<file path="src/rtl/issue_controller_pkg.sv">
// Shared opcode constants, RoB id width and IQ entry type for the issue path.
package issue_controller_pkg;

    localparam int ROB_SIZE_WIDTH = 4;

    localparam logic [6:0] LUI     = 7'b0110111;
    localparam logic [6:0] AUIPC   = 7'b0010111;
    localparam logic [6:0] JAL     = 7'b1101111;
    localparam logic [6:0] JALR    = 7'b1100111;
    localparam logic [6:0] B_TYPE  = 7'b1100011;
    localparam logic [6:0] LD_TYPE = 7'b0000011;
    localparam logic [6:0] S_TYPE  = 7'b0100011;
    localparam logic [6:0] I_TYPE  = 7'b0010011;
    localparam logic [6:0] R_TYPE  = 7'b0110011;

    typedef struct packed {
        logic [31:0] instr;
        logic [31:0] addr;
    } iq_entry_t;

    typedef enum logic {
        TGT_RS  = 1'b0,
        TGT_LSB = 1'b1
    } issue_tgt_e;

    // Only loads and stores go to the LSB; everything else, unknown opcodes included, goes to RS.
    function automatic issue_tgt_e route_of(input logic [6:0] opcode);
        return (opcode == LD_TYPE || opcode == S_TYPE) ? TGT_LSB : TGT_RS;
    endfunction

endpackage

</file>
<file path="src/rtl/issue_queue.sv">
// Circular instruction FIFO with push/pop/clear; the head reads as zero when the queue is empty.
import issue_controller_pkg::*;

module issue_queue #(
    parameter int DEPTH_W = 2
) (
    input  logic      clk,
    input  logic      rst,
    input  logic      push,
    input  iq_entry_t push_entry,
    input  logic      pop,
    input  logic      clear,
    output iq_entry_t head,
    output logic      full,
    output logic      empty
);

    localparam int DEPTH = 1 << DEPTH_W;

    iq_entry_t              mem [DEPTH];
    logic [DEPTH_W-1:0]     head_ptr;
    logic [DEPTH_W-1:0]     tail_ptr;
    logic [DEPTH_W:0]       count;

    always_ff @(posedge clk or posedge rst) begin
        if (rst) begin
            head_ptr <= '0;
            tail_ptr <= '0;
            count    <= '0;
        end else if (clear) begin
            head_ptr <= '0;
            tail_ptr <= '0;
            count    <= '0;
        end else begin
            if (push) tail_ptr <= tail_ptr + 1'b1;
            if (pop)  head_ptr <= head_ptr + 1'b1;
            case ({push, pop})
                2'b10:   count <= count + 1'b1;
                2'b01:   count <= count - 1'b1;
                default: count <= count;
            endcase
        end
    end

    // Storage needs no reset: empty masks the head until a push lands.
    always_ff @(posedge clk) begin
        if (push) mem[tail_ptr] <= push_entry;
    end

    assign full  = (count == (DEPTH_W+1)'(DEPTH));
    assign empty = (count == '0);
    assign head  = empty ? '0 : mem[head_ptr];

endmodule

</file>
<file path="src/rtl/issue_controller.sv">
// IQ between Fetcher and Decoder: buffers fetches, routes the head to RS or LSB and tags it with a RoB id.
// Optional ISSUE_STALL_CNT_EN adds a saturating stall_cycles counter.
import issue_controller_pkg::*;

module issue_controller #(
    parameter int IQ_DEPTH_WIDTH = 2,
    parameter int ROB_ID_W       = ROB_SIZE_WIDTH
) (
    input  logic                clk,
    input  logic                rst,
    input  logic                rdy,
    input  logic                fetch_valid,
    input  logic [31:0]         fetch_instr,
    input  logic [31:0]         fetch_addr,
    output logic                fetch_ready,
    input  logic                rob_full,
    input  logic                rs_full,
    input  logic                lsb_full,
    input  logic [ROB_ID_W-1:0] rob_tail_id,
    input  logic                flush,
    output logic                dec_valid,
    output logic [31:0]         dec_instr,
    output logic [31:0]         dec_instr_addr,
    output logic                instr_issued,
    output logic                issue_to_rs,
    output logic                issue_to_lsb,
    output logic [ROB_ID_W-1:0] issue_rob_id
`ifdef ISSUE_STALL_CNT_EN
    ,
    output logic [31:0]         stall_cycles
`endif
);

    iq_entry_t  head;
    iq_entry_t  push_entry;
    logic       full;
    logic       empty;
    logic       push;
    logic       fire;
    logic       tgt_is_lsb;
    logic       tgt_full;

    assign push_entry = '{instr: fetch_instr, addr: fetch_addr};

    // Ready depends only on registered occupancy, never on this cycle's pop.
    assign fetch_ready = !rst && !full;
    assign push        = fetch_valid && fetch_ready && rdy && !flush;

    issue_queue #(
        .DEPTH_W (IQ_DEPTH_WIDTH)
    ) u_iq (
        .clk        (clk),
        .rst        (rst),
        .push       (push),
        .push_entry (push_entry),
        .pop        (fire),
        .clear      (flush),
        .head       (head),
        .full       (full),
        .empty      (empty)
    );

    assign dec_valid      = !empty;
    assign dec_instr      = head.instr;
    assign dec_instr_addr = head.addr;

    assign tgt_is_lsb = (route_of(head.instr[6:0]) == TGT_LSB);
    // Strict in-order: a full target stalls the head even if the other unit has room.
    assign tgt_full   = tgt_is_lsb ? lsb_full : rs_full;
    assign fire       = dec_valid && rdy && !flush && !rob_full && !tgt_full;

    assign instr_issued = fire;
    assign issue_to_rs  = fire && !tgt_is_lsb;
    assign issue_to_lsb = fire && tgt_is_lsb;
    assign issue_rob_id = fire ? rob_tail_id : '0;

`ifdef ISSUE_STALL_CNT_EN
    always_ff @(posedge clk or posedge rst) begin
        if (rst) begin
            stall_cycles <= '0;
        end else if (rdy && dec_valid && !fire && !flush && (stall_cycles != 32'hFFFF_FFFF)) begin
            stall_cycles <= stall_cycles + 32'd1;
        end
    end
`endif

endmodule

</file>
<file path="config.mk">
export PLATFORM = sky130hd
export DESIGN_NAME = issue_controller
export DESIGN_NICKNAME = d
export VERILOG_FILES = /design/src/rtl/issue_controller_pkg.sv /design/src/rtl/issue_queue.sv /design/src/rtl/issue_controller.sv
export SDC_FILE = /design/constraint.sdc
export NUM_CORES = 1
export LEC_CHECK = 0
export BUFFER_PORTS_ARGS = -buffer_cell sky130_fd_sc_hd__buf_4
export CAP_MARGIN = 10
export CORE_ASPECT_RATIO = 0.6
export CORE_MARGIN = 10
export CORE_UTILIZATION = 50
export CTS_CLUSTER_DIAMETER = 30
export DETAILED_ROUTE_END_ITERATION = 7
export PLACE_DENSITY = 0.73
export SYNTH_ARGS = -nofsm -noshare
export SYNTH_HDL_FRONTEND = slang
export SYNTH_SLANG_ARGS = --single-unit
</file>
<file path="constraint.sdc">
create_clock -name clk -period 4.4 [get_ports clk]
set_clock_uncertainty 0.2 [all_clocks]
set_input_delay 0.22 -clock clk [delete_from_list [all_inputs] [get_ports clk]]
set_output_delay 0.22 -clock clk [all_outputs]
set_load 0.01 [all_outputs]
</file>
Yosys cells after proc, flatten, opt, wreduce, memory -nomap -nowiden
Memories as Yosys holds them, arrays and structs flattened.
Index checks and enable logic that the tools add are counted.

cells by class
  $add $sub $neg = 4
  eq/ne operators = 5
  mux-type cells = 12
  reductions and logical operators = 22

operator list
  cell                                                 count
  2-to-1 mux 64 bit                                    1
  logical AND 1 bit                                    10
  2-to-1 mux 2 bit                                     4
  equality test 7 x 2 -> 1 bit, second input constant  1
  equality test 7 x 6 -> 1 bit, second input constant  1
  logical NOT 1 bit                                    7
  one-hot mux 3 bit (2 select lines)                   1
  adder 2 x 1 -> 2 bit, second input constant          2
  2-to-1 mux 1 bit                                     4
  2-to-1 mux 4 bit                                     1
  nonzero test 2 bit                                   2
  adder 3 x 1 -> 3 bit, second input constant          1
  equality test 3 bit, second input constant           1
  logical NOT 3 bit                                    1
  2-to-1 mux 3 bit                                     1
  nonzero test 3 bit                                   1
  subtractor 3 x 1 -> 3 bit, second input constant     1
  equality test 2 x 1 -> 1 bit, second input constant  1
  equality test 2 bit, second input constant           1
  logical OR 1 bit                                     1

storage, ports and cells
  register bits after elaboration = 7
  memory bits (writable) = 256
  input port bits = 76
  output and inout port bits = 73
  logic and storage cells = 47
  memories kept = 1

memory list
  name      depth  bits a word  rd ports  clocked after Yosys merged registers in  wr ports  RTL line           source
  u_iq.mem  4      64           1         0                                        1         issue_queue.sv:20  iq_entry_t mem [DEPTH];

Depth between registers and ports, before layout
  depth in word-level cells = 11
  mapped depth = 11
  gate-level depth less buffers = 11

Hierarchy
Synthesis repeated with hierarchy kept, for this count alone.

unflattened totals
  cell total of the unflattened synthesis = 463
  area total of the unflattened synthesis = 10202.3 um2

modules (own cells, without submodules)
  module            instances  cells an instance  area an instance (um2)  sequential area each (um2)
  issue_queue       1          447                10090.9                 7862.5
  issue_controller  1          16                 111.4                   0.0

Worst setup path after synthesis
Ideal clock, no wire load.

  kind = register -> register
  from = reg u_iq.count[0]
  to = mem u_iq.mem[0][0] in the netlist's numbering (enable)
  arrival = 2796 ps
  path slack = 976 ps
  cell stages (with the launch flop) = 6
  path buffers = 0
  cells stage by stage = dfrtp_1 > nor2_1 > a21oi_1 > nand3_1 > nor2_1 > and2_1

on the way
  word-level cells in the longest chain between the ends = 8

ends and longest elaborated chain
  item                                    RTL line                source
  start: declaration                      issue_queue.sv:23       logic [DEPTH_W:0] count;
  start signal: assignment                issue_queue.sv:38       2'b10: count <= count + 1'b1;
  start signal: assignment                issue_queue.sv:39       2'b01: count <= count - 1'b1;
  start signal: assignment                issue_queue.sv:40       default: count <= count;
  equality test 3 bit                     issue_queue.sv:50       assign full = (count == (DEPTH_W+1)'(DEPTH));
  logical NOT 1 bit                       issue_controller.sv:46  assign fetch_ready = !rst && !full;
  logical AND 1 bit                       issue_controller.sv:46
  named net fetch_ready                   issue_controller.sv:15  output logic fetch_ready,
  logical AND 1 bit (3 in series)         issue_controller.sv:47  assign push = fetch_valid && fetch_ready && rdy && !flush;
  2-to-1 mux 1 bit                        issue_queue.sv:47       if (push) mem[tail_ptr] <= push_entry;
  2-to-1 mux 1 bit (not written as such)  issue_queue.sv:47
  end: declaration                        issue_queue.sv:20

The timed path passes the listed nets, and every way through them passes these cells.

Final worst setup path
  from = reg u_iq.head_ptr[0]
  to = reg u_iq.count[2]

on the way
  word-level cells in the longest chain between the ends = 11
  elaborated cells on any way between the ends = 14

ends and longest elaborated chain
  item                                                                          RTL line                    source
  start: declaration                                                            issue_queue.sv:21           logic [DEPTH_W-1:0] head_ptr;
  start signal: assignment                                                      issue_queue.sv:36           if (pop) head_ptr <= head_ptr + 1'b1;
  memory (4 x 64 bit) (*)                                                       --
  2-to-1 mux 64 bit (*)                                                         issue_queue.sv:52           assign head = empty ? '0 : mem[head_ptr];
  equality test 7 x 2 -> 1 bit or equality test 7 x 6 -> 1 bit (tied branches)  issue_controller_pkg.sv:28  return (opcode == LD_TYPE || opcode == S_TYPE) ? TGT_LSB : TGT_RS;
  logical OR 1 bit (*)                                                          issue_controller_pkg.sv:28
  2-to-1 mux 1 bit (*)                                                          issue_controller_pkg.sv:28
  2-to-1 mux 1 bit (*)                                                          issue_controller.sv:69      assign tgt_full = tgt_is_lsb ? lsb_full : rs_full;
  logical NOT 1 bit (*)                                                         issue_controller.sv:70      assign fire = dec_valid && rdy && !flush && !rob_full && !tgt_full;
  logical AND 1 bit (*)                                                         issue_controller.sv:70
  equality test 2 x 1 -> 1 bit or equality test 2 bit (tied branches)           issue_queue.sv:37           case ({push, pop})
  one-hot mux 3 bit (2 select lines)                                            issue_queue.sv:37
  2-to-1 mux 3 bit                                                              issue_queue.sv:30           end else if (clear) begin

Mark *: on every way between the ends. The rest lies on a longest branch, timed or not.
A chain may end at the register's enable or synchronous reset.

==> flow_summary.ini <==
[synthesis]
synth_top_family_by_area = multiplexers
yosys.area.top_type = edfxtp_1
synthSimpleGateAreaFrac_pct = 5.783
yosysSeqAreaShare_pct = 77.16
synthTopCellsByArea = edfxtp_1 (75%), mux4_2 (14%), and2_1 (4.5%)
synth_mux_area_share_pct = 14.94
synthXorXnorAreaFrac_pct = 0.2456
synthesis.area_sq_um = 10190
ys_types = 28
synth_nets = 549
yosys_warnings = 0
synthAdderAreaFrac_pct = 0.6876
synth_top_area_share_pct = 75.44
ys_seq_elements = 263
synth-compound-area-share_pct = 0.1105
synth_cells = 468
syn_area_per_cell_sq_um = 21.77

[cells_and_area]
final_area_sq_um = 13560
mostFrequentLayoutCell = edfxtp_1
fillCellCount = 1265
final_cell_mix = edfxtp_1 (256), buf_4 (153), and2_1 (70)
area_delta_synth_final_pct = 33.12
layout-drive-gt1-share_pct = 38.96
final_util_pct = 67.76
fin_nets = 784

[route]
routedWlPerCell_microns = 20.81
wl_microns = 20870
route.detailed.drc = 0
antenna_left = 0
first_pass_iters = 4
vias = 5282
viasPerCell = 5.266
dr.first_iter.drc_count = 359

[place]
placedInstanceArea_sq_um = 11610
place_congestion = 0.7463
io_buffers = 148
place_worst_setup_slack_ns = 0.8136
hpwlAfterDp_microns = 12400

[timing]
worst_pin_slew_ns = 1.002
finalCriticalPeriod_ns = 3.550
fin_crit_sh_pct = 80.69
rsz0062_at_grt = no
tns_ns = 0
timing.fmax_ghz = 0.2817
slew_headroom_pct = 33.20
hold_viol = 0
setup_slack_ns = 0.8498
setup-violations-final = 0
final_max_slew_viol_count = 0

[clocking]
cts_resized = 0
cts_sinks = 263
path_clk_slew_ns = 0.05
htreeDepth = 2
root_buffer = clkbuf_16
tritoncts = yes
cts_setup_buffers = 0
clock_path_buffers = 3
cts_buffers = 36
clkLatencyLatePin_ns = 0.49

[global_route]
grt_pass1_vias = 5719
grt_max_degree = 65
overflow = 0
grt_first_pass_wirelength_microns = 32400
grtUsageTotal_pct = 15.60
grt_antenna_before_repair = 1

[critical_path]
r2r_slack_ns = 0.85
crit_slowest_cell = dfrtp_4
crit_family = multiplexers
arrival_ns = 3.71
worst_setup_path_end_kind = register
path_depth = 10
crit_path_max_incr_delay_ns = 0.67
path_class = reg -> reg
crit_chain = mux4_2 -> nor3_2 -> nand4b_1 -> mux2_4 -> and2_1 -> fa_1 -> inv_1 -> nor2_1 -> mux2i_1 -> mux2_1
cp.required_ns = 4.56
critPathLaunchType = register
cp_max_fo = 22
reg2reg_depth = 10
critPathBufInv = 1

[power]
finalPower_w = 0.006075
p_leak_nw = 4.779
peakVddDrop_v = 0.0003284
p_per_area_nw_per_um2 = 447.9

[hold_path]
whs_path_depth = 4
hp-class = in -> reg

[floorplan]
dieWidth_microns = 204.3
rows = 40
start_util_pct = 50.90
die_y_microns = 130.6
design.core.area_sq_um = 20020
design.die.area_sq_um = 26680
ioPinCount = 149

[outcome]
outcome = completed

[run]
cap_violations = 0
## metrics by stage
stage                     hold WS, ns  instances
after floorplan               -0.1766        468
after global placement       -0.01740        872
after detailed placement     -0.01216        872
after CTS                     0.03562       1002
after global routing          0.05532       1003
final                         0.04578       1003
## layer usage
layer  part of all wire, %  global-route usage, %
met2                    48                  24.62
met3                   7.8                  4.844
met1                    44                  21.24
met5                     0                      0
met4                  0.86                  3.034
## Yosys cell counts
| cell | number |
|---|---|
| buf_1 | 10 |
| xnor2_2 | 1 |
| mux4_1 | 1 |
| clkbuf_1 | 11 |
| a21oi_1 | 1 |
| dfrtp_1 | 7 |
| edfxtp_1 | 256 |
| inv_1 | 5 |
| a31oi_1 | 1 |
| nor3_1 | 3 |
| mux2i_1 | 4 |
| and2b_1 | 1 |
| mux2_1 | 2 |
| nand4b_1 | 1 |
| xnor2_1 | 1 |
| mux2_4 | 1 |
| buf_6 | 1 |
| fa_1 | 1 |
| ha_1 | 4 |
| nand3_1 | 1 |
| nand2_1 | 2 |
| nand2b_1 | 3 |
| nor2b_1 | 2 |
| mux4_2 | 63 |
| and2_1 | 74 |
| nor2_1 | 9 |
| nor3_2 | 1 |
| nor3b_1 | 1 |
## tightest hold or removal path, delay by kind of cell
family,cells,cell delay [ns]
muxes,2,0.31
buffers and inverters,1,0.09
AOI/OAI and AO/OA,1,0.08
## cell type report
cell class	instances	area [sq um]	share of cell area, %
sequential	263	7870	58.02
multi-input combinational	178	2228	16.43
timing repair buffer	219	1809	13.34
clock buffer	41	962.2	7.093
tap	273	341.6	2.518
clock inverter	23	331.6	2.444
inverter	5	18.77	0.1384
antenna	1	2.502	0.01845
## final timing paths
path,to,from
min in group asynchronous,u_iq.tail_ptr[1]$_DFFE_PP0P_,rst
min,u_iq.count[2]$_DFFE_PP0P_,fetch_valid
min reg2reg,u_iq.tail_ptr[1]$_DFFE_PP0P_,u_iq.tail_ptr[1]$_DFFE_PP0P_
max,u_iq.count[2]$_DFFE_PP0P_,u_iq.head_ptr[0]$_DFFE_PP0P_
max reg2reg,u_iq.count[2]$_DFFE_PP0P_,u_iq.head_ptr[0]$_DFFE_PP0P_
max in group asynchronous,u_iq.head_ptr[0]$_DFFE_PP0P_,rst
## power by group
group	total, W	internal [W]	switching [W]	leakage (nW)
Combinational	0.000274	0.000150	0.000124	1.75
Clock	0.00303	0.00200	0.00103	0.626
Sequential	0.00277	0.00277	0.00000606	2.40
Total	0.00607	0.00492	0.00116	4.78
## logic make-up (layout without fill, tap and decap cells)
group | after synthesis | after routing
flip-flops | 263 | 263
buffers and inverters | 27 | 288
multiplexers | 71 | 71
AND/OR/NAND/NOR | 98 | 98
AO/OA/AOI/OAI | 2 | 2
adder cells (fa/ha/maj) | 5 | 5
other | 0 | 1
XOR/XNOR | 2 | 2
## registers in the layout (all words and copies together) (netlist names)
signal	count
u_iq.tail_ptr	2
u_iq.count	3
u_iq.head_ptr	2
u_iq.mem	256
## timing repair
action	4_1_cts	5_1_grt
endpoints found under the hold margin	270	0
endpoints found under the setup margin	0	0
hold buffers	66	0
Power figures use the tool's default switching activity.
